$ cat src/rtl/adder_arb_pkg.sv
// adder_arb_pkg: shared FSM state type and default sizing for the adder arbiter
package adder_arb_pkg;
  typedef enum logic [1:0] {IDLE, EXEC, RESP} state_t;
  localparam int WIDTH_DEF = 32;
  localparam int N_REQ_DEF = 4;
endpackage

$ cat src/rtl/adder_cla.sv
// adder_cla: WIDTH-bit parallel-prefix carry-lookahead adder with carry-in/out
module adder_cla #(
  parameter int WIDTH = 32
) (
  input  logic [WIDTH-1:0] i_a,
  input  logic [WIDTH-1:0] i_b,
  input  logic             i_ci,
  output logic [WIDTH-1:0] o_sum,
  output logic             o_co
);
  function automatic logic [WIDTH:0] cla(input logic [WIDTH-1:0] a, input logic [WIDTH-1:0] b, input logic ci);
    logic [WIDTH-1:0] g, p, h, ng, np;
    h = a ^ b;
    p = h;
    g = a & b;
    g[0] = g[0] | (h[0] & ci);
    for (int d = 1; d < WIDTH; d = d * 2) begin
      ng = g;
      np = p;
      for (int i = d; i < WIDTH; i++) begin
        ng[i] = g[i] | (p[i] & g[i-d]);
        np[i] = p[i] & p[i-d];
      end
      g = ng;
      p = np;
    end
    return {g[WIDTH-1], h ^ {g[WIDTH-2:0], ci}};
  endfunction
  assign {o_co, o_sum} = cla(i_a, i_b, i_ci);
endmodule

$ cat src/rtl/adder_rr_grant.sv
// adder_rr_grant: combinational round-robin pick of the first request at or above the pointer
module adder_rr_grant #(
  parameter int N   = 4,
  parameter int IDW = $clog2(N)
) (
  input  logic [N-1:0]   i_req,
  input  logic [IDW-1:0] i_ptr,
  output logic [N-1:0]   o_grant,
  output logic [IDW-1:0] o_idx
);
  always_comb begin
    o_grant = '0;
    o_idx   = '0;
    for (int k = N - 1; k >= 0; k--)
      if (i_req[(int'(i_ptr) + k) % N]) begin
        o_grant = N'(1) << ((int'(i_ptr) + k) % N);
        o_idx   = IDW'((int'(i_ptr) + k) % N);
      end
  end
endmodule

$ cat src/rtl/adder_arbiter.sv
// adder_arbiter: round-robin sharing of one carry-lookahead adder among N_REQ requesters
module adder_arbiter
  import adder_arb_pkg::*;
#(
  parameter int WIDTH = WIDTH_DEF,
  parameter int N_REQ = N_REQ_DEF,
  parameter int IDW   = $clog2(N_REQ)
) (
  input  logic                   clk,
  input  logic                   rst,
  input  logic [N_REQ-1:0]       req_valid,
  output logic [N_REQ-1:0]       req_ready,
  input  logic [N_REQ*WIDTH-1:0] req_a,
  input  logic [N_REQ*WIDTH-1:0] req_b,
  input  logic [N_REQ-1:0]       req_ci,
  output logic                   resp_valid,
  input  logic                   resp_ready,
  output logic [IDW-1:0]         resp_id,
  output logic [WIDTH-1:0]       resp_sum,
  output logic                   resp_co
);
  state_t           r_state;
  logic [IDW-1:0]   r_ptr, r_id, w_idx;
  logic [WIDTH-1:0] r_a, r_b, w_sum;
  logic             r_ci, w_co, w_acc;
  logic [N_REQ-1:0] w_grant;
  adder_rr_grant #(.N(N_REQ), .IDW(IDW)) u_grant (
    .i_req(req_valid), .i_ptr(r_ptr), .o_grant(w_grant), .o_idx(w_idx)
  );
  adder_cla #(.WIDTH(WIDTH)) u_cla (
    .i_a(r_a), .i_b(r_b), .i_ci(r_ci), .o_sum(w_sum), .o_co(w_co)
  );
  // grant is suppressed while reset is held so nothing looks accepted mid-reset
  assign req_ready = (r_state == IDLE && !rst) ? w_grant : '0;
  assign w_acc     = |(req_valid & req_ready);
  always_ff @(posedge clk or posedge rst) begin
    if (rst) begin
      r_state    <= IDLE;
      r_ptr      <= '0;
      r_id       <= '0;
      r_a        <= '0;
      r_b        <= '0;
      r_ci       <= 1'b0;
      resp_valid <= 1'b0;
      resp_id    <= '0;
      resp_sum   <= '0;
      resp_co    <= 1'b0;
    end else begin
      case (r_state)
        IDLE: if (w_acc) begin
          r_a     <= req_a[int'(w_idx)*WIDTH +: WIDTH];
          r_b     <= req_b[int'(w_idx)*WIDTH +: WIDTH];
          r_ci    <= req_ci[w_idx];
          r_id    <= w_idx;
          r_ptr   <= IDW'((int'(w_idx) + 1) % N_REQ);
          r_state <= EXEC;
        end
        EXEC: begin
          {resp_co, resp_sum} <= {w_co, w_sum};
          resp_id    <= r_id;
          resp_valid <= 1'b1;
          r_state    <= RESP;
        end
        RESP: if (resp_ready) begin
          resp_valid <= 1'b0;
          r_state    <= IDLE;
        end
        default: r_state <= IDLE;
      endcase
    end
  end
endmodule
$ cat config.mk
export PLATFORM = sky130hd
export DESIGN_NAME = adder_arbiter
export DESIGN_NICKNAME = d
export VERILOG_FILES = /design/src/rtl/adder_arb_pkg.sv /design/src/rtl/adder_cla.sv /design/src/rtl/adder_rr_grant.sv /design/src/rtl/adder_arbiter.sv
export SDC_FILE = /design/constraint.sdc
export NUM_CORES = 1
export LEC_CHECK = 0
export CAP_MARGIN = 20
export CORE_MARGIN = 2
export CORE_UTILIZATION = 55
export CTS_CLUSTER_SIZE = 30
export DETAILED_ROUTE_END_ITERATION = 16
export DONT_BUFFER_PORTS = 1
export GPL_TIMING_DRIVEN = 0
export PLACE_DENSITY = 0.77
export SETUP_SLACK_MARGIN = 0.05
export SLEW_MARGIN = 15
export SYNTH_ARGS = -nofsm -noshare
export SYNTH_HDL_FRONTEND = slang
export SYNTH_SLANG_ARGS = --single-unit
$ cat constraint.sdc
create_clock -name clk -period 11.5 [get_ports clk]
set_input_delay 2.875 -clock clk [delete_from_list [all_inputs] [get_ports clk]]
set_output_delay 2.875 -clock clk [all_outputs]
set_load 0.1 [all_outputs]
# [After elaboration in Yosys (flattened, before gate mapping)]
# Cells that the tools add are included.
[classes] add_sub_neg=4 magnitude_cmp=5 bitwise=365 mux=27 shift=6 eq_ne=4 n_reduce_logical=11
[op_table] cell="$shiftx 128x8->32" n=2
[op_table] cell="$and 1x1->1" n=228
[op_table] cell="$or 1x1->1" n=130
[op_table] cell="$shl 1x32->4 const A" n=3
[op_table] cell="$xor 32x32->32" n=2
[op_table] cell="$and 32x32->32" n=1
[op_table] cell="$mux 4" n=5
[op_table] cell="$lt 3x4->1 const B" n=3
[op_table] cell="$mux 2" n=6
[op_table] cell="$bmux 1 s2" n=5
[op_table] cell="$mux 1" n=9
[op_table] cell="$lt 2x3->1 const B" n=2
[op_table] cell="$pmux 2 s3" n=1
[op_table] cell="$reduce_and 2->1" n=3
[op_table] cell="$reduce_or 2->1" n=3
[op_table] cell="$add 2x1->2 const B" n=2
[op_table] cell="$add 2x2->2 const B" n=2
[op_table] cell="$and 4x4->4" n=1
[op_table] cell="$ne 2x2->1 const B" n=2
[op_table] cell="$reduce_or 4->1" n=1
[op_table] cell="$shl 1x2->4 const A" n=1
[op_table] cell="$and 1x1->1 const A" n=3
[op_table] cell="$eq 2x1->1 const B" n=1
[op_table] cell="$eq 2x2->1 const B" n=1
[op_table] cell="5 further kinds" n=5
[totals] word_cells=432 input_bits=267 out_inout_bits=40 regBits=107

# [Logic depth before layout (Yosys ltp)]
[depth] word_depth=15 ltp_mapped=15 depth_no_buf=10

# [Cells and area by module]
# A second synthesis with hierarchy kept.
[unflattened] cells_unflattened=594 area_unflattened_um2=7749.9
[by_module_without_submodules] mod="adder_arbiter" area_each_um2=5667.9 seq_area_each_um2=2677.6 n_inst=1 cells_per_inst=320
[by_module_without_submodules] mod="adder_cla" area_each_um2=1591.5 seq_area_each_um2=0.0 n_inst=1 cells_per_inst=214
[by_module_without_submodules] mod="adder_rr_grant" area_each_um2=490.5 seq_area_each_um2=0.0 n_inst=1 cells_per_inst=60

# [Worst setup path after synthesis]
# No wires, ideal clock.
[synth_timing] kind="input port to output port" from="input port req_valid[1]" to="output port req_ready[0]" required_ns=8.625 stages=4 arrival_ns=4.811 path_slack_ns=3.814 n_path_buf=0 cell_sequence="mux4_2 or3b_4 o2111ai_1 and3_1"
[synth_via] elab_chain_cells=8 elab_cells_between_ends=16 cone_classes="mux: 16"
[synth_lines] element="start, declared" line="adder_arbiter.sv:11" rtl="input logic [N_REQ-1:0] req_valid,"
[synth_lines] element="$bmux 1 s2" line="adder_rr_grant.sv:15" rtl="if (i_req[(int'(i_ptr) + k) % N]) begin"
[synth_lines] element="$mux 1 (implied by the code) (2 in a row)" line="adder_rr_grant.sv:15"
[synth_lines] element="$mux 4 (3 in a row)" line="adder_rr_grant.sv:15"
[synth_lines] element="$mux 4 (*)" line="adder_rr_grant.sv:15"
[synth_lines] element="$mux 4 (*)" line="adder_arbiter.sv:34" rtl="assign req_ready = (r_state == IDLE && !rst) ? w_grant : '0;"
[synth_lines] element="end, declared" line="adder_arbiter.sv:12" rtl="output logic [N_REQ-1:0] req_ready,"
# Mark *: on every way between the ends. The rest lies on a longest branch, timed or not. The select of a mux whose other input is x is not followed.

# [Worst setup path in the final report]
# Ends and elaborated chain as after synthesis.

==> results.toml <==
[timing]
hold_violations = 0
post-route-period-util_pct = 68.3
tightest_slew_ns = 1.05
tns_ns = 0
skew_ns = 0.0104
finalMaxSlewViolations = 0
rsz0062_at_grt = "false"
layout_min_cycle_time_ns = 7.86
fmax_ghz = 0.127
max_slew_margin_pct = 30.6
setup-violations-final = 0

[clock_network]
postCtsSetupBuffers = 0
clockRootBuffer = "clkbuf_16"
cts_buffers = 9
ctsHtreeMaxLevel = 3
clkSlewWorstSetupHoldPaths_ns = 0.08
hold_buffers = 0
clockBufferDepth = 2
cts_tree = "yes"
clkSinkCount = 107
insertion_delay_ns = 0.36
cts_resized = 0

[grt]
grt_pass1_wl_um = 43700
grt_start_max_net_pins = 76
antenna_found_initial = 1
gr-usage-all-layers_pct = 35.4
grt_overflow = 0
first_global_vias = 8022

[setup_path]
crit_chain = "mux4_2 -> or3b_4 -> o2111ai_1 -> and3_1"
r2r_cells = 12
critPathKind = "primary input to output pin"
cp.required_ns = 8.63
crit_arrival_ns = 4.98
slowest_delay_ns = 0.90
r2r_slack_ns = 7.46
cp-endpoint = "req_ready[0]"
crit_start = "req_valid[1]"
worstReg2RegEnd = "r_a[17]"
start_kind = "primary input"
endpoint_kind = "output pin"
critical_path.max_fanout = 8
r2r-start = "r_ptr[1]"
critical-path-slowest-cell = "and3_1"

[floorplan]
boundaryPins = 307
start_util_pct = 55.9
coreArea_um2 = 14500
rows = 44
die-area_um2 = 15700
die_y_um = 125
die_w_um = 125

[yosys]
synth.avg_cell_area_um2 = 6.98
synth_edf_count = 0
syn_area_um2 = 8100
synth_cell_types = 63
synth-seq-cells = 107
synth_warnings = 0
seq_area_frac_synth_pct = 33.1
async_reset_ff_share_pct = 100
syn_inst = 1160
ys.flop_type = "dfrtp_1"
syn_nets = 1468

[routing]
drc = 0
drtIter0Drc = 932
vias = 8534
ant_nets = 0
drt_wl_total_um = 28200
routedWlPerCell_um = 20.7
viasPerCell = 6.27
firstDrtPassIters = 6

[place]
gp_congestion = 0.991
place_area_um2 = 8360
post-dp-hpwl_um = 22900
portBuffers = 0

[layout]
syn_to_final_growth_pct = 6.81
multi_input_area_um2 = 5040
drive_above_1_share_pct = 3.57
mostFrequentLayoutCell = "nand2_1"
ff_latch_area_um2 = 2680
fin_util_pct = 59.7
final_cell_area_um2 = 8650
nFillCells = 1430
nNetsFinal = 1480
layout_common_cells = "nand2_1, nand3_1, dfrtp_1"

[job]
cap_violations = 0

[status]
status = "finished clean"

[worst_hold_path]
hp-class = "flip-flop to flip-flop"
==> how the worst min path moves through the flow <==
stage / startpoint / endpoint / slack (ns) / cells past startpoint
finish: r_b[18] / r_b[18] / 0.48 / 2
CTS: r_id[1] / resp_id[1] / 0.48 / 2
detailed placement: r_id[1] / resp_id[1] / 0.46 / 2
global placement: r_b[16] / r_b[16] / 0.45 / 2
floorplan: r_id[1] / resp_id[1] / 0.44 / 2
global route: r_b[10] / r_b[10] / 0.50 / 2
==> critical path: cells and delay by family <==
kind	cells	cell delay, ns
and+or+nand+nor	2	1.32
muxes	1	0.53
AOI/OAI and AO/OA	1	0.24
==> metrics by stage <==
step                      setup slack (ns)  hold slack [ns]  instances
after floorplan                       3.81            0.439       1160
after global placement                3.67            0.454       1344
after detailed placement              3.66            0.458       1345
after CTS                             3.66            0.477       1361
after global routing                  3.61            0.498       1362
final                                 3.64            0.475       1362
==> synth_stat cells (4+ instances only) <==
library cell,instances,area share (%)
o2111ai_1,5,0.54
xnor2_1,8,0.87
nor3_1,6,0.37
nand2b_1,9,0.70
o21a_1,9,0.83
nor2_1,22,1.0
o211ai_1,12,1.1
buf_6,4,0.56
clkbuf_1,59,2.7
a21o_1,9,0.83
a21oi_1,37,2.3
nor2b_1,5,0.39
xor2_1,12,1.3
nand4_1,5,0.39
inv_1,16,0.74
ha_1,39,6.0
nand2_1,455,21
dfrtp_1,107,33
buf_2,8,0.49
o21ai_0,36,2.2
and3_1,7,0.54
a211oi_1,5,0.46
nand3_1,205,13
a31oi_1,7,0.54
o31ai_1,5,0.46
mux2i_1,4,0.49
==> cells by family (layout without fill, tap and decap cells) <==
logic type	count (synthesis)	after routing	synth area share, %
other	0	1	0
XOR/XNOR	20	20	2.16
multiplexers	9	9	1.61
AND/OR/NAND/NOR	735	735	39.1
AO/OA/AOI/OAI	158	158	12.9
buffers and inverters	90	107	4.68
flip-flops	107	107	33.1
adder cells (fa/ha/maj)	41	41	6.52
==> state kept, by name, summed over array words and instances, names as in the netlist <==
register    flops
r_b            32
r_a            32
r_ptr           2
resp_co         1
r_ci            1
r_state         2
r_id            2
resp_id         2
resp_valid      1
resp_sum       32
==> cell type report <==
class | instances | share of cell area, %
Timing Repair Buffer | 1 | 0.318
Tap cell | 184 | 2.66
Sequential cell | 107 | 31.0
Buffer | 73 | 3.63
Multi-Input combinational cell | 963 | 58.3
Inverter | 17 | 0.810
Antenna cell | 1 | 0.0289
Clock buffer | 9 | 2.60
Clock inverter | 7 | 0.709
==> routing by layer <==
| layer | track usage, % | wire, µm | share of wire (%) |
|---|---|---|---|
| met4 | 15.8 | 1260 | 4.5 |
| met2 | 55.5 | 12700 | 45 |
| met1 | 47.2 | 11600 | 41 |
| met3 | 7.96 | 2640 | 9.4 |
| met5 | 0 | 0 | 0 |
Power is left out: the tool's default activity adds up to more than one toggle a clock period on the data nets, which glitch-free logic cannot reach.
